### src/rtl/psc_pkg.sv
// Shared types and constants for the phased signal controller.
package psc_pkg;

  // Controller states; lamp drives are decoded from these.
  typedef enum logic [2:0] {
    ST_GREEN,
    ST_YELLOW,
    ST_ALL_RED,
    ST_PED_WALK,
    ST_EMG_ALL_RED,
    ST_EMG_GREEN
  } psc_state_e;

  // Width of the per-state tick timer and green extension counter.
  localparam int TIMER_W = 16;

  // Bits needed to hold a phase index; never narrower than one bit.
  function automatic int phase_w(input int n);
    return (n <= 2) ? 1 : $clog2(n);
  endfunction

endpackage

### src/rtl/psc_tick_gen.sv
// Timebase: one-clk tick every PRESCALE_MAX clocks.
module psc_tick_gen #(
  parameter int PRESCALE_MAX = 1000
) (
  input  logic clk,
  input  logic rst_n,
  output logic tick
);

  localparam int CW = (PRESCALE_MAX <= 2) ? 1 : $clog2(PRESCALE_MAX);
  localparam logic [CW-1:0] LAST = CW'(PRESCALE_MAX - 1);

  logic [CW-1:0] count_reg;

  // Free-running modulo-PRESCALE_MAX counter.
  always_ff @(posedge clk or negedge rst_n) begin
    if (!rst_n) begin
      count_reg <= '0;
    end else if (count_reg == LAST) begin
      count_reg <= '0;
    end else begin
      count_reg <= count_reg + CW'(1);
    end
  end

  assign tick = (count_reg == LAST);

endmodule

### src/rtl/phased_signal_controller.sv
// Multi-phase traffic signal controller with detector extension,
// exclusive pedestrian walk and emergency preemption.
module phased_signal_controller
  import psc_pkg::*;
#(
  parameter int NUM_PHASES   = 4,
  parameter int PRESCALE_MAX = 1000,
  parameter int T_GREEN_MIN  = 8,
  parameter int T_GREEN_MAX  = 16,
  parameter int T_YELLOW     = 3,
  parameter int T_ALL_RED    = 2,
  parameter int T_PED        = 6,
  parameter int T_EMG        = 15,
  localparam int PW          = phase_w(NUM_PHASES)
) (
  input  logic                  clk,
  input  logic                  rst_n,
  input  logic [NUM_PHASES-1:0] ped_req,
  input  logic [NUM_PHASES-1:0] car_det,
  input  logic                  emg_req,
  input  logic [PW-1:0]         emg_phase,
  input  logic                  emg_clear,
  output logic [NUM_PHASES-1:0] green,
  output logic [NUM_PHASES-1:0] yellow,
  output logic [NUM_PHASES-1:0] walk,
  output logic                  all_red,
  output logic [PW-1:0]         cur_phase,
  output logic                  emg_active
);

  // Timer load values: a state lasting T ticks loads T-1 and exits at 0.
  localparam logic [TIMER_W-1:0] LD_GREEN   = TIMER_W'(T_GREEN_MIN - 1);
  localparam logic [TIMER_W-1:0] LD_EXT     = TIMER_W'(T_GREEN_MAX - T_GREEN_MIN);
  localparam logic [TIMER_W-1:0] LD_YELLOW  = TIMER_W'(T_YELLOW - 1);
  localparam logic [TIMER_W-1:0] LD_ALL_RED = TIMER_W'(T_ALL_RED - 1);
  localparam logic [TIMER_W-1:0] LD_PED     = TIMER_W'(T_PED - 1);
  localparam logic [TIMER_W-1:0] LD_EMG     = TIMER_W'(T_EMG - 1);
  localparam logic [PW-1:0]      LAST_PHASE = PW'(NUM_PHASES - 1);

  logic                  tick;
  psc_state_e            state_reg, state_next;
  logic [TIMER_W-1:0]    timer_reg, timer_next;
  logic [TIMER_W-1:0]    ext_reg, ext_next;
  logic [PW-1:0]         cur_phase_reg, cur_phase_next;
  logic [NUM_PHASES-1:0] ped_latch_reg, ped_latch_next;
  logic [NUM_PHASES-1:0] walk_reg, walk_next;
  logic                  after_ped_reg, after_ped_next;
  logic                  emg_active_reg, emg_active_next;
  logic [PW-1:0]         emg_phase_reg, emg_phase_next;
  logic                  emg_clear_reg, emg_clear_next;
  logic [NUM_PHASES-1:0] green_reg, green_next;
  logic [NUM_PHASES-1:0] yellow_reg, yellow_next;
  logic                  all_red_reg, all_red_next;
  logic [NUM_PHASES-1:0] cur_onehot, next_onehot;
  logic [PW-1:0]         emg_phase_safe;
  logic [PW-1:0]         phase_inc;

  psc_tick_gen #(
    .PRESCALE_MAX(PRESCALE_MAX)
  ) u_tick_gen (
    .clk  (clk),
    .rst_n(rst_n),
    .tick (tick)
  );

  // Out-of-range emergency phase requests fall back to phase 0.
  if (NUM_PHASES == (1 << PW)) begin : g_phase_full
    assign emg_phase_safe = emg_phase;
  end else begin : g_phase_map
    assign emg_phase_safe = (emg_phase < PW'(NUM_PHASES)) ? emg_phase : '0;
  end

  // One-hot decode of the current and upcoming phase index.
  genvar gi;
  for (gi = 0; gi < NUM_PHASES; gi++) begin : g_onehot
    assign cur_onehot[gi]  = (cur_phase_reg == PW'(gi));
    assign next_onehot[gi] = (cur_phase_next == PW'(gi));
  end

  assign phase_inc = (cur_phase_reg == LAST_PHASE) ? '0 : cur_phase_reg + PW'(1);

  // State, timers and request latches; reset abandons walk and emergency.
  always_ff @(posedge clk or negedge rst_n) begin
    if (!rst_n) begin
      state_reg      <= ST_ALL_RED;
      timer_reg      <= LD_ALL_RED;
      ext_reg        <= '0;
      cur_phase_reg  <= LAST_PHASE;
      ped_latch_reg  <= '0;
      walk_reg       <= '0;
      after_ped_reg  <= 1'b0;
      emg_active_reg <= 1'b0;
      emg_phase_reg  <= '0;
      emg_clear_reg  <= 1'b0;
      green_reg      <= '0;
      yellow_reg     <= '0;
      all_red_reg    <= 1'b1;
    end else begin
      state_reg      <= state_next;
      timer_reg      <= timer_next;
      ext_reg        <= ext_next;
      cur_phase_reg  <= cur_phase_next;
      ped_latch_reg  <= ped_latch_next;
      walk_reg       <= walk_next;
      after_ped_reg  <= after_ped_next;
      emg_active_reg <= emg_active_next;
      emg_phase_reg  <= emg_phase_next;
      emg_clear_reg  <= emg_clear_next;
      green_reg      <= green_next;
      yellow_reg     <= yellow_next;
      all_red_reg    <= all_red_next;
    end
  end

  // Next-state logic: request latching on every clk, sequencing on tick.
  always_comb begin
    state_next      = state_reg;
    timer_next      = timer_reg;
    ext_next        = ext_reg;
    cur_phase_next  = cur_phase_reg;
    ped_latch_next  = ped_latch_reg | ped_req;
    walk_next       = walk_reg;
    after_ped_next  = after_ped_reg;
    emg_active_next = emg_active_reg;
    emg_phase_next  = emg_phase_reg;
    emg_clear_next  = emg_clear_reg;

    // A new request wins over a simultaneous clear; clears before service are kept.
    if (emg_req && !emg_active_reg) begin
      emg_active_next = 1'b1;
      emg_phase_next  = emg_phase_safe;
      emg_clear_next  = 1'b0;
    end else if (emg_clear && emg_active_reg) begin
      emg_clear_next = 1'b1;
    end

    if (tick) begin
      case (state_reg)
        ST_GREEN: begin
          if (emg_active_reg) begin
            if (cur_phase_reg == emg_phase_reg) begin
              state_next = ST_EMG_GREEN;
              timer_next = LD_EMG;
            end else begin
              state_next = ST_YELLOW;
              timer_next = LD_YELLOW;
            end
          end else if (timer_reg != '0) begin
            timer_next = timer_reg - TIMER_W'(1);
          end else if (|(car_det & cur_onehot) && ext_reg != '0) begin
            ext_next = ext_reg - TIMER_W'(1);
          end else begin
            state_next = ST_YELLOW;
            timer_next = LD_YELLOW;
          end
        end
        ST_YELLOW: begin
          if (timer_reg != '0) begin
            timer_next = timer_reg - TIMER_W'(1);
          end else begin
            state_next = emg_active_reg ? ST_EMG_ALL_RED : ST_ALL_RED;
            timer_next = LD_ALL_RED;
          end
        end
        ST_ALL_RED: begin
          if (emg_active_reg) begin
            state_next     = ST_EMG_ALL_RED;
            timer_next     = LD_ALL_RED;
            after_ped_next = 1'b0;
          end else if (timer_reg != '0) begin
            timer_next = timer_reg - TIMER_W'(1);
          end else if (|ped_latch_reg && !after_ped_reg) begin
            // The whole latch is snapshotted, so only fresh requests remain.
            state_next     = ST_PED_WALK;
            timer_next     = LD_PED;
            walk_next      = ped_latch_reg;
            ped_latch_next = ped_req;
          end else begin
            state_next     = ST_GREEN;
            timer_next     = LD_GREEN;
            ext_next       = LD_EXT;
            cur_phase_next = phase_inc;
            after_ped_next = 1'b0;
          end
        end
        ST_PED_WALK: begin
          if (emg_active_reg) begin
            // An aborted walk was not served, so its crossings stay pending.
            state_next     = ST_EMG_ALL_RED;
            timer_next     = LD_ALL_RED;
            ped_latch_next = ped_latch_reg | walk_reg | ped_req;
            walk_next      = '0;
            after_ped_next = 1'b0;
          end else if (timer_reg != '0) begin
            timer_next = timer_reg - TIMER_W'(1);
          end else begin
            state_next     = ST_ALL_RED;
            timer_next     = LD_ALL_RED;
            walk_next      = '0;
            after_ped_next = 1'b1;
          end
        end
        ST_EMG_ALL_RED: begin
          if (timer_reg != '0) begin
            timer_next = timer_reg - TIMER_W'(1);
          end else begin
            state_next     = ST_EMG_GREEN;
            timer_next     = LD_EMG;
            cur_phase_next = emg_phase_reg;
          end
        end
        ST_EMG_GREEN: begin
          if (timer_reg != '0) begin
            timer_next = timer_reg - TIMER_W'(1);
          end else if (emg_clear_reg || emg_clear) begin
            state_next      = ST_YELLOW;
            timer_next      = LD_YELLOW;
            emg_active_next = 1'b0;
            emg_clear_next  = 1'b0;
          end
        end
        default: begin
          state_next = ST_ALL_RED;
          timer_next = LD_ALL_RED;
        end
      endcase
    end
  end

  // Lamp decode from the upcoming state so the lamp registers track it.
  always_comb begin
    green_next  = '0;
    yellow_next = '0;
    case (state_next)
      ST_GREEN, ST_EMG_GREEN: green_next  = next_onehot;
      ST_YELLOW:              yellow_next = next_onehot;
      default:                ;
    endcase
    all_red_next = ~(|green_next | |yellow_next);
  end

  assign green      = green_reg;
  assign yellow     = yellow_reg;
  assign walk       = walk_reg;
  assign all_red    = all_red_reg;
  assign cur_phase  = cur_phase_reg;
  assign emg_active = emg_active_reg;

endmodule

### config.mk
export PLATFORM = sky130hd
export DESIGN_NAME = phased_signal_controller
export DESIGN_NICKNAME = d
export VERILOG_FILES = /design/src/rtl/psc_pkg.sv /design/src/rtl/psc_tick_gen.sv /design/src/rtl/phased_signal_controller.sv
export SDC_FILE = /design/constraint.sdc
export NUM_CORES = 1
export LEC_CHECK = 0
export CORE_AREA = 2 2 82 84
export DETAILED_ROUTE_END_ITERATION = 7
export DIE_AREA = 0 0 84 86
export PLACE_DENSITY = 0.84
export RECOVER_POWER = 50
export SLEW_MARGIN = 20
export SYNTH_ARGS = -nofsm -noshare
export SYNTH_HDL_FRONTEND = slang
export SYNTH_SLANG_ARGS = --single-unit
### constraint.sdc
create_clock -name clk -period 6.36 [get_ports clk]
set_input_delay 0.636 -clock clk [delete_from_list [all_inputs] [get_ports clk]]
set_output_delay 0.636 -clock clk [all_outputs]
set_load 0.005 [all_outputs]
Word level (Yosys, flattened, before mapping)
Cells that the tools add are included.

Register bits: 69. Bits in latches: 0. Memory bits (writable): 0. Bits in read-only memories: 0. Input port bits: 14. Output and inout port bits: 16. Logic and storage cells: 150. Memories kept: 0.

Add/subtract/negate cells: 4. $mul: 0. Div/mod/pow operators: 0. Order comparisons: 0. Equality and inequality tests: 27. Shift operators: 0. Muxes and demuxes: 75. Bitwise logic cells: 6. Reductions and logical operators: 24.

Operators by type and width (number): 16-bit two-way mux (16); 16-bit one-hot mux with 6 select lines (1); 4-bit two-way mux (13); 3-bit two-way mux (14); 16-bit one-hot mux with 2 select lines (1); 16-bit nonzero test (2); 16-bit by 1-bit subtractor with 16-bit output, second input constant (2); 3-bit one-hot mux with 6 select lines (1); 1-bit two-way mux (16); 2-bit two-way mux (8); 4-bit one-hot mux with 2 select lines (2); 4-bit OR reduction (4); 2-bit inequality test, second input constant (7); 3-bit inequality test, second input constant (4); 4-bit OR (3); 10-bit by 1-bit adder with 10-bit output, second input constant (1); 10-bit == test, second input constant (1); 10-bit two-way mux (1); 3-bit == test, second input constant (3); 2-bit == test, second input constant (4); 8-bit AND reduction (1); 3-bit by 1-bit == test with 1-bit output, second input constant (2); 3-bit by 2-bit == test with 1-bit output, second input constant (2); 3-bit zero test (2); other kinds (18) (25).

Logic depth before layout (Yosys ltp)
Gate-level depths: netlist of the first run.

Depth after elaboration: 15. Mapped depth: 11. Gate-level depth less buffers: 9.

Hierarchy
Synthesis of the first run repeated with hierarchy kept, for this count alone.

Cells, all modules: 417. Area, all modules: 3962.6 sq um.

By module, submodules not included: phased_signal_controller (times used 1, cells an instance 373, area each 3468.3 sq um, sequential area each 1482.7 sq um); psc_tick_gen (times used 1, cells an instance 44, area each 494.2 sq um, sequential area each 250.2 sq um).

Least setup slack after synthesis of the first run
No wires, ideal clock.

Path kind: register to register. From: register timer_reg[0]. To: register timer_reg[3]. Setup time: 0.120 ns. Data arrival time: 2.228 ns. Data required time: 6.240 ns. Setup slack: 4.011 ns. Cell stages (with the launch flop): 12. Buffers on the path: 3. Clock period less this slack: 2.349 ns. Path through: dfstp_2 inv_1 ha_1 or4b_1 or2_0 buf_2 o31ai_4 buf_6 buf_6 a21oi_1 o21ai_1 nand2_1.

Cells in the longest elaborated chain, start to end: 4. Elaborated cells on any way between the ends: 14. Those cells by class: 1 x add/sub; 2 x eq/ne; 9 x mux; 2 x reduce/logical.

RTL lines: start: declaration (line phased_signal_controller.sv:42) `logic [TIMER_W-1:0] timer_reg, timer_next;`; start signal: assignment (line phased_signal_controller.sv:100) `timer_reg <= timer_next;`; 16-bit by 1-bit subtractor with 16-bit output / 16-bit nonzero test (equally long branches); 16-bit two-way mux, on equally long branches; 16-bit two-way mux, on equally long branches (line phased_signal_controller.sv:187, phased_signal_controller.sv:140, phased_signal_controller.sv:166); 16-bit one-hot mux with 6 select lines (line phased_signal_controller.sv:138) `case (state_reg)`.

Several ways; a longest one is shown, not always the timed one. A chain may end at the register's enable or synchronous reset.

==> summary by stage, run 1 <==
Drt
The violation count after the first detailed-routing iteration is 312. The total via count in the routed design is 3365. The aggregate routed wire length is 8830 um. The post-detailed-route wirelength per cell is 16.4 um. In the routed design, unresolved DRC markers number 0. The number of nets with antenna violations after routing is 0. The pre-antenna-repair detailed-routing pass consisted of 5 iterations.

Using the TritonRoute via totals, the vias-per-cell ratio works out to 6.25.

Global route
The met3 layer usage reported by global route is 0.0597. The global route total overflow is 0. For met2 alone, demand over resource in global routing was 0.418. The most utilized layer in the global route result is met2.

In the global route stage, overall resource usage came out at 0.261. The via count of the first global-routing pass came to 3209. The maximum number of pins on one net before global-route repair is 70. The number of antenna violations at the first check in global routing is 0. For this run, global-route usage on met1 was measured as 0.344. The first global-routing pass estimated 15000 um of wire.

Run status
The checks that failed: capacitance limit, slew limit. The run finished, with violations left.

Yosys
The async set-or-reset flop fraction in the synthesized netlist is 1.00. The synthesized design spends more area on one cell type than any other, namely dfrtp_1. The number of different library cells in the post-synthesis netlist is 62. Synthesis produced a netlist with a net count of 451. The portion of the post-synthesis area used by sequential elements is 0.443. The count of mapped cells out of synthesis is 429. Counting flops with a built-in enable in the synthesized netlist gives 0. Ranked by total cell area, the synthesized netlist is headed by dfrtp_1 41%, nor2_1 4.5%, a21oi_1 4.0%, nand2_1 3.7%, dfstp_2 3.4%.

The yosys synthesis warning count is 0. The netlist area before placement is 0.00391 mm^2. The synthesized design contains 69 register bits. In the synthesized netlist the dominant register cell turns out to be dfrtp_1. Of the post-synthesis cell area, the dominant cell type holds 0.409. The mean instance size in the synthesized netlist is 9.12 um^2.

Clocking
The maximum clock path buffer count is 2. The number of buffers created by CTS is 9. The H-tree was split into 3 levels. At the later pin of the worst-skew pair, clock insertion delay measures 350 ps.

The register clock-pin slew on the reported worst setup and hold paths is 70 ps. The TritonCTS clock tree is built. The post-cts hold buffer count is 0. The number of gates resized after CTS is 0.

After clock tree synthesis, the setup repair step added 0 buffers. Counting every sink on the clock net gives 69. The cell sitting at the root of the clock tree is a clkbuf_8.

Worst setup path
The kind of cell with the highest combined delay on the critical path is buffers and inverters. On the worst path, the slowest cell contributes a delay of 2480 ps. The cell at the slowest stage of the critical path is clkbuf_1.

The required time at the endpoint of the critical path is 6010 ps. The critical path goes through buf_2, clkbuf_1. The startpoint class of the critical path is a primary input. The total buffers and inverters traversed by the critical path is 2. Data on the critical path arrives at its endpoint at 3230 ps. The critical path class is primary input to asynchronous set/reset pin. The critical-path maximum fanout is 69. The kind of capture point of the worst setup path is an asynchronous set/reset pin.

Floorplan
In this run the core area contains 29 standard-cell rows. The area inside the core boundary is 0.00628 mm^2. In this run the horizontal extent of the chip is 84 um.

The overall die area is 0.00722 mm^2. The starting density of the core is 0.623. The number of primary I/O pins is 30. The die is 86 um tall.

STA
Clock skew on the completed layout was measured at 8.04 ps. Setup repair after global routing left no endpoint under its margin. The headroom to the max-slew limit is -1.36. The final-report setup violation count is 0. The worst-case hold slack is 457 ps.

The final count of pins violating max slew was 70. The transition time of the tightest slew-check pin is 3540 ps. Summed over all failing endpoints, the final setup total negative slack is 0 ps. The count of endpoints failing hold in the final timing report is 0. The share of the clock period used by the worst path after layout is 0.564.

Based on the critical path, the design can be clocked at up to 279 MHz. The final critical-path required period is 3590 ps.

Final layout
The final layout contains 478 nets. The core occupancy in the finished layout is 0.699. After routing the design area is 0.00439 mm^2.

The number of antenna diodes is 0. The area growth from synthesis to layout is 12.1%. In the layout the commonest cells are 64 x dfrtp_1, 47 x nor2_1, 39 x nand2_1. The library cell used most frequently in the layout, excluding fill and tap cells, is dfrtp_1. The fraction of layout cells with a size suffix above 1 is 0.0694.

Placed design
During placement, the flow inserted port buffers numbering 29. The final estimated routing congestion in global placement is 0.908. The cell area after placement is 0.00422 mm^2. The estimated wirelength of the detail-placed design is 6130 um.

Job
Max-cap violations in this run came to 1.

Power and ir drop
The worst-case IR drop observed on VDD is 0.166 mV. In this run the static leakage power is 1.87 nW. In this run the power density over the cells is 179 mW/mm^2.

Min path
The class of the tightest hold or removal check is flip-flop to flip-flop.
## metal layers
layer | up-vias | share of wire
met4 | 0 | 0.016
met2 | 125 | 0.48
li1 | 1602 | -
met3 | 19 | 0.063
met1 | 1619 | 0.44
met5 | - | 0
## synthesized netlist by cell type, drive strengths merged (5+ instances only)
| cell | count |
|---|---|
| o21a | 8 |
| or3 | 10 |
| o21ai | 29 |
| dfrtp | 64 |
| nor3 | 18 |
| a21oi | 31 |
| xnor2 | 15 |
| buf | 8 |
| nor4 | 10 |
| nand3 | 19 |
| clkbuf | 7 |
| nor2 | 48 |
| ha | 8 |
| dfstp | 5 |
| a31oi | 14 |
| nand2b | 7 |
| nand2 | 39 |
| inv | 18 |
## path summary, 6_finish.rpt
| path | start | end | slack [ps] | depth (start not counted) |
|---|---|---|---|---|
| setup / recovery | rst_n | green[0] | 2770 | 2 |
| hold / removal | u_tick_gen.count_reg[0] | u_tick_gen.count_reg[0] | 460 | 1 |
| setup reg to reg | timer_reg[1] | timer_reg[10] | 3210 | 7 |
| hold reg to reg | u_tick_gen.count_reg[0] | u_tick_gen.count_reg[0] | 460 | 1 |
| max in group clk | timer_reg[1] | timer_reg[10] | 3210 | 7 |
| min in group asynchronous | rst_n | u_tick_gen.count_reg[9] | 1580 | 2 |
## where the power goes
group / internal [W] / switching, W / total [W]
clock network: 0.000163 / 0.000155 / 0.000318
registers: 0.000441 / 0.00000190 / 0.000443
logic: 0.0000102 / 0.0000132 / 0.0000234
total: 0.000614 / 0.000170 / 0.000784
## cell type report
type,count,area (um^2)
clock inverters,1,5.00
flip-flops and latches,69,1730
inverters,18,67.6
well taps,77,96.3
fillers,482,1890
multi-input cells,327,2020
clock buffers,15,166
repair buffers,31,297
## logic make-up after synthesis
kind of cell | synth area share
compound gates | 0.194
xor+xnor | 0.0425
fa+ha+maj | 0.0256
buf+inv | 0.0403
flops | 0.443
mux | 0.0134
simple gates | 0.242
## through the flow
step | setup slack [ps] | instances | total power, W
after global routing | 1880 | 538 | 0.000811
after CTS | 3220 | 538 | 0.000793
final | 2770 | 538 | 0.000784
after detailed placement | 3200 | 522 | 0.000475
after floorplan | 4010 | 429 | 0.000456
after global placement | 3350 | 522 | 0.000474
No activity file was read; power rests on OpenSTA's default activity.
==> run 2: changes to the inputs <==
--- a/config.mk
+++ b/config.mk
@@ -5,10 +5,10 @@
 export SDC_FILE = /design/constraint.sdc
 export NUM_CORES = 1
 export LEC_CHECK = 0
-export CORE_AREA = 2 2 82 84
+export CORE_AREA = 2 2 85 87
 export DETAILED_ROUTE_END_ITERATION = 7
-export DIE_AREA = 0 0 84 86
-export PLACE_DENSITY = 0.84
+export DIE_AREA = 0 0 87 89
+export PLACE_DENSITY = 0.79
 export RECOVER_POWER = 50
 export SLEW_MARGIN = 20
 export SYNTH_ARGS = -nofsm -noshare
==> constraint.sdc (replaced) <==
create_clock -name clk -period 3.7 [get_ports clk]
set_input_delay 0.37 -clock clk [delete_from_list [all_inputs] [get_ports clk]]
set_output_delay 0.37 -clock clk [all_outputs]
set_load 0.005 [all_outputs]
==> run 2 against run 1 <==
  * The run still ends with capacitance limit, slew limit left
  * Largest power group unchanged
  * Count of clock-buffer cells in the layout fell by 1
  * Final cell count rose by 0.93%
  * Via count fell by 0.27%
  * Critical path type is now flip-flop to flip-flop
  * Highest routed layer unchanged
==> summary by stage, run 2 (synthesis gave the netlist of run 1 again) <==
Run status
The run finished, with violations left. The checks that failed: capacitance limit, slew limit.

Worst setup path
The cell at the slowest stage of the critical path is o31ai_4. The kind of capture point of the worst setup path is a flip-flop. The data arrival time of the critical path was 3120 ps (-110 ps).

The required time at the endpoint of the critical path is 3890 ps (-2120 ps). The critical path goes through inv_1, ha_1, or4b_1, or2_0, o31ai_4, buf_4, nor3_1, xnor2_1, nor2_1. By startpoint and endpoint, the worst setup path is classified as flip-flop to flip-flop. The total buffers and inverters traversed by the critical path was 2 (unchanged). The critical-path maximum fanout came to 14 (-80%). STA classifies the critical path startpoint as a flip-flop.

The kind of cell with the highest combined delay along the critical path is simple AND/OR/NAND/NOR gates. The highest cell delay on the worst timing path is 540 ps (-1940 ps).

Placed design
The final estimated routing congestion in global placement came to 0.878 (-3.3%). The estimated wirelength of the detail-placed design came to 6090 um (-0.69%). The post-place setup slack is 799 ps (-2400 ps). The quantity of I/O buffers inserted on ports is 29 (unchanged).

Clocking
The number of buffers created by CTS is 9 (unchanged). The tree is rooted in a clkbuf_8. The register clock-pin slew on the reported worst setup and hold paths came to 70 ps (about the same).

The number of H-tree levels was 3 (unchanged). The post-cts hold buffer count is 0 (unchanged). The number of sinks handled by clock tree synthesis was 69 (unchanged). The count of buffers added by post-CTS timing repair for setup was 0 (unchanged).

The maximum clock path buffer count is 2 (unchanged). TritonCTS built the clock tree. The number of gates resized after CTS is 0 (unchanged).

The insertion delay to the later sink of the worst-skew pair came to 350 ps (about the same).

Drt
The number of remaining DRC errors is 0 (unchanged). The total via count in the routed design is 3356 (-0.27%). The post-detailed-route wirelength per cell is 15.9 um (-3.2%). The number of nets with antenna violations after routing is 0 (unchanged). The violation count after the first detailed-routing iteration was 195 (-38%). The aggregate routed wire length is 8630 um (-2.3%). The number of iterations in the first detailed-routing pass is 5 (unchanged). The average via count per standard cell was 6.18 (-1.2%).

Floorplan
The number of primary I/O pins is 30 (unchanged). The die span in y is 89 um (+3.5%). The die boundary width is 87 um (+3.6%). The area inside the core boundary was 0.00672 mm^2 (+7.0%). The number of cell rows is 30 (+3.4%). The starting density of the core is 0.582 (-0.0410). The overall die area is 0.00774 mm^2 (+7.2%).

Global route
The global route total overflow is 0 (unchanged). The wire length of the first global-routing pass is 15000 um (+0.33%). The number of antenna violations at the first check in global routing is 0 (unchanged). The maximum number of pins on one net before global-route repair came to 37 (-47%).

The via count of the first global-routing pass is 3293 (+2.6%). The global-route total usage across every layer is 0.245 (-0.0163).

Power and ir drop
The peak supply drop is 0.359 mV (+120%). The power per cell area is 306 mW/mm^2 (+71%). The total power after layout is 0.00135 W (+72%). The static leakage is 1.88 nW (+0.88%).

Final layout
In the layout the commonest cells are 64 x dfrtp_1, 47 x nor2_1, 39 x nand2_1. Leaving out fill and tap cells, the most frequent cell in the layout is dfrtp_1. The area added between synthesis and finish is 12.6%.

The core occupancy in the finished layout is 0.656 (-0.0429). The post-layout net count is 480 (+0.42%). The number of antenna diodes is 0 (unchanged). The fraction of layout cells with a size suffix above 1 is 0.0756 (+0.00618).

STA
The share of the clock period used by the worst path after layout is 0.791. The final critical-path setup slack is 775 ps (-2000 ps). Derived from the worst setup path, the maximum achievable clock frequency is 342 MHz. The headroom to the max-slew limit is -0.207 (+1.16). The transition time of the tightest slew-check pin is 1810 ps (-1730 ps).

The final-report setup violation count is 0 (unchanged). The count of endpoints failing hold in the final timing report came to 0 (unchanged). The setup total negative slack came to 0 ps (unchanged). The final count of pins violating max slew is 35 (-50%). The setup clock skew after layout is 13.3 ps (+5.24 ps). The final critical-path required period is 2930 ps. Setup repair after global routing left no endpoint under its margin.

Min path
The class of the tightest hold or removal check is flip-flop to flip-flop.

Job
The max-cap check violation count came to 1 (unchanged).
run 2: cell types whose count changed in the layout (fill, tap and decap cells not counted), sizes merged:
cell | before | now
buf | 2 | 3
clkdlybuf4s50 | 27 | 25
clkinv | 1 | 2
dlygate4sd3 | 1 | 3
run 2: layer usage:
| metal | vias up | global-route usage | part of all wire |
|---|---|---|---|
| li1 | 1624 | - | - |
| met1 | 1605 | 0.325 | 0.46 |
| met2 | 114 | 0.398 | 0.47 |
| met3 | 13 | 0.0471 | 0.055 |
| met4 | 0 | 0.101 | 0.015 |
| met5 | - | 0 | 0 |
run 2: final timing paths:
check,start,to,slack (ps),cells past startpoint
max,timer_reg[0],timer_reg[9],770,9
min,u_tick_gen.count_reg[0],u_tick_gen.count_reg[0],480,1
max reg2reg,timer_reg[0],timer_reg[9],770,9
min reg2reg,u_tick_gen.count_reg[0],u_tick_gen.count_reg[0],480,1
max in group asynchronous,rst_n,after_ped_reg,1520,2
min in group asynchronous,rst_n,u_tick_gen.count_reg[9],500,1
run 2: final cells by class:
type	count	area, um^2
fillers	559	2310
multi-input cells	327	2020
flip-flops and latches	69	1730
repair buffers	33	312
clock buffers	14	163
well taps	80	100
inverters	18	67.6
clock inverters	2	10.0
run 2: per-stage QoR:
stage	area [um^2]	hold slack, ps	std cells
after detailed placement	4240	466	527
after global placement	4240	448	527
after global routing	4410	508	543
after CTS	4410	120	543
after floorplan	3910	74.4	429
final	4410	476	543
run 2: power breakdown:
part / internal [W] / switching (W)
combinational: 0.0000178 / 0.0000230
clock: 0.000279 / 0.000270
sequential: 0.000757 / 0.00000297
total: 0.00105 / 0.000296
==> run 3: changes to the inputs <==
==> constraint.sdc (replaced) <==
create_clock -name clk -period 3 [get_ports clk]
set_input_delay 0.3 -clock clk [delete_from_list [all_inputs] [get_ports clk]]
set_output_delay 0.3 -clock clk [all_outputs]
set_load 0.005 [all_outputs]
==> run 3 against run 2 <==
  * The flow still finishes with violations (capacitance limit, slew limit)
  * Utilization up 1.6 points
  * Combinational power rose by 27%
  * Cell area rose by 2.5%
  * First-iteration DRC count rose by 31%
  * Highest routed layer unchanged
  * Register-to-register slack worse by 440 ps
  * Critical endpoint is now ext_reg[8]
  * Sequential share of layout area is 0.96 points lower
==> summary by stage, run 3 (synthesis gave the netlist of run 1 again) <==
Placed design
The quantity of I/O buffers inserted on ports is 29 (unchanged). The estimated wirelength of the detail-placed design is 6120 um (+0.53%). The final estimated routing congestion in global placement is 0.930 (+5.9%).

Drt
The post-detailed-route wirelength per cell is 16.2 um (+2.2%). The aggregate routed wire length is 8960 um (+3.9%). The average via count per standard cell is 6.21 (+0.45%). The violation count after the first detailed-routing iteration is 255 (+31%). The total via count in the routed design is 3427 (+2.1%).

The number of remaining DRC errors is 0 (unchanged). In this run the top signal layer used is met4. The number of iterations in the first detailed-routing pass is 6 (+1).

The length of routed wiring on met1 is 4060 um (+3.2%). The met3 wire length was 506 um (+6.8%). The total met2 wirelength after detailed routing came to 4280 um (+4.8%). The number of nets with antenna violations after routing is 0 (unchanged).

STA
The achievable clock frequency came to 375 MHz (+9.6%). Setup repair after global routing left no endpoint under its margin. The count of endpoints failing hold in the final timing report is 0 (unchanged).

The setup total negative slack is 0 ps (unchanged). The final-report setup violation count came to 0 (unchanged). The transition time of the tightest slew-check pin is 1670 ps (-136 ps). The headroom to the max-slew limit was -0.116 (+0.0909). The setup clock skew after layout is 10.6 ps (-2.65 ps). The final critical-path required period is 2670 ps (-256 ps).

The share of the clock period used by the worst path after layout was 0.890 (+0.0990). The final count of pins violating max slew is 70 (+100%).

Power and ir drop
The proportion of total power due to net switching came to 0.212 (-0.00725). The total power after layout came to 0.00179 W (+32%). The static leakage is 1.94 nW (+3.3%).

The peak supply drop is 0.318 mV (-11%). The share of total power in combinational logic is 0.029 (about the same). The part of the total power dissipated in sequential elements was 0.524 (-0.039). The power per cell area came to 396 mW/mm^2 (+29%). The internal cell power is 0.00141 W (+34%). The switching power summed over all nets is 0.000379 W (+28%). The share of power burned in the clock network is 0.447 (+0.040).

Worst setup path
The worst setup path is captured at a flip-flop. The capture point of the worst reg-to-reg path is ext_reg[8]. The required time at the endpoint of the critical path came to 3210 ps (-680 ps). The data arrival time of the critical path came to 2880 ps (-240 ps). By startpoint and endpoint, the worst setup path is classified as flip-flop to flip-flop. The register-to-register setup slack is 330 ps (-440 ps). The worst register-to-register path begins at timer_reg[0]. The critical-path maximum fanout came to 16 (+2). The path depth of the worst reg2reg path is 8 (-1). The worst setup path is launched from a flip-flop.

Final layout
The most common cell after layout, fill and taps aside is dfrtp_1. The top cell types in the final layout, fill and taps aside, are 64 x dfrtp_1, 47 x nor2_1, 39 x nand2_1. The number of antenna diodes came to 0 (unchanged).

The fraction of layout cells with a size suffix above 1 is 0.0975 (+0.0219). The post-layout net count came to 489 (+1.9%). Compared with the post-synthesis result, the final layout area differs by 15.5%.

Floorplan
The die boundary width is 87 um (unchanged). The overall die area is 0.00774 mm^2 (unchanged). The area inside the core boundary is 0.00672 mm^2 (unchanged). The number of primary I/O pins was 30 (unchanged). The starting density of the core is 0.582 (unchanged). The number of cell rows is 30 (unchanged). The die span in y is 89 um (unchanged).

Min path
The min-delay analysis places its worst path in the category flip-flop to flip-flop. The worst hold path depth is 1 (unchanged). The worst hold path terminates at u_tick_gen.count_reg[0]. The startpoint identified for the worst hold timing path is u_tick_gen.count_reg[0].

Global route
The number of antenna violations at the first check in global routing is 0 (unchanged). The wire length of the first global-routing pass came to 15000 um (-0.33%). The maximum number of pins on one net before global-route repair is 70 (+89%). The global-route total usage across every layer was 0.243 (-0.00188). The global route total overflow is 0 (unchanged). The via count of the first global-routing pass came to 3247 (-1.4%).

Clocking
The root buffer cell chosen for the clock tree is clkbuf_8. The number of gates resized after CTS is 0 (unchanged). The register clock-pin slew on the reported worst setup and hold paths is 80 ps (about the same).

The post-cts hold buffer count is 1 (+1). The number of buffers created by CTS was 9 (unchanged). TritonCTS built the clock tree. The insertion delay to the later sink of the worst-skew pair is 340 ps (about the same). The number of sinks handled by clock tree synthesis is 69 (unchanged).

The number of H-tree levels was 3 (unchanged). The maximum clock path buffer count is 2 (unchanged). The count of buffers added by post-CTS timing repair for setup came to 0 (unchanged).

Job
The max-cap check violation count is 1 (unchanged).

Run status
The checks that failed: capacitance limit, slew limit. The run finished, with violations left.
[run 3: cell count changes in the layout (fill, tap and decap cells not counted), sizes merged]
cell / change
clkbuf: -2
clkinvlp: +1
dlygate4sd3: +2
clkinv: -1
clkdlybuf4s50: -1
bufinv: +1
buf: +9
[run 3: stage by stage]
step / setup WS (ps) / hold slack [ps] / area, um^2 / cells / util
after floorplan: 651 / 4.41 / 3910 / 429 / -
after global placement: 433 / 350 / 4310 / 535 / 0.641
after detailed placement: 317 / 351 / 4310 / 535 / 0.641
after CTS: 322 / 463 / 4530 / 552 / 0.674
after global routing: 45.9 / 497 / 4520 / 552 / 0.672
final: 331 / 457 / 4520 / 552 / 0.672
[run 3: final cells by class]
cell class / instances / area [um^2]
Multi-Input combinational cell: 327 / 2020
Timing Repair Buffer: 42 / 383
Sequential cell: 69 / 1730
Clock inverter: 3 / 42.5
Fill cell: 526 / 2200
Inverter: 18 / 67.6
Tap cell: 80 / 100
Clock buffer: 13 / 169
[run 3: worst max-delay path by stage]
stage / slack, ps / end / cells past startpoint / start
after global routing: 50 / timer_reg[11] / 7 / u_tick_gen.count_reg[0]
after floorplan: 650 / timer_reg[3] / 11 / timer_reg[0]
after detailed placement: 320 / timer_reg[9] / 7 / timer_reg[0]
after CTS: 320 / timer_reg[13] / 7 / timer_reg[0]
after global placement: 430 / ext_reg[13] / 8 / timer_reg[0]
final: 330 / ext_reg[8] / 8 / timer_reg[0]
[run 3: critical path: stages, from the launching register on]
cell and delay [ps]:
dfstp_2 380, inv_1 110, ha_1 170, or4b_1 510, or2_0 310, buf_4 200, o32a_1 380, nor2_4 330
a31oi_1 150
[run 3: power groups by stage]
stage / logic (W) / registers (W) / clock network (W)
after global placement: 0.0000540 / 0.000955 / 0
after detailed placement: 0.0000546 / 0.000955 / 0
after CTS: 0.0000557 / 0.000937 / 0.000806
after floorplan: 0.0000128 / 0.000954 / 0
after global routing: 0.0000577 / 0.000938 / 0.000848
final: 0.0000518 / 0.000937 / 0.000798
[run 3: routing by layer]
metal	global-route usage	vias up
met4	0.0682	0
met2	0.391	133
met1	0.337	1642
met3	0.0489	19
met5	0	-
li1	-	1633
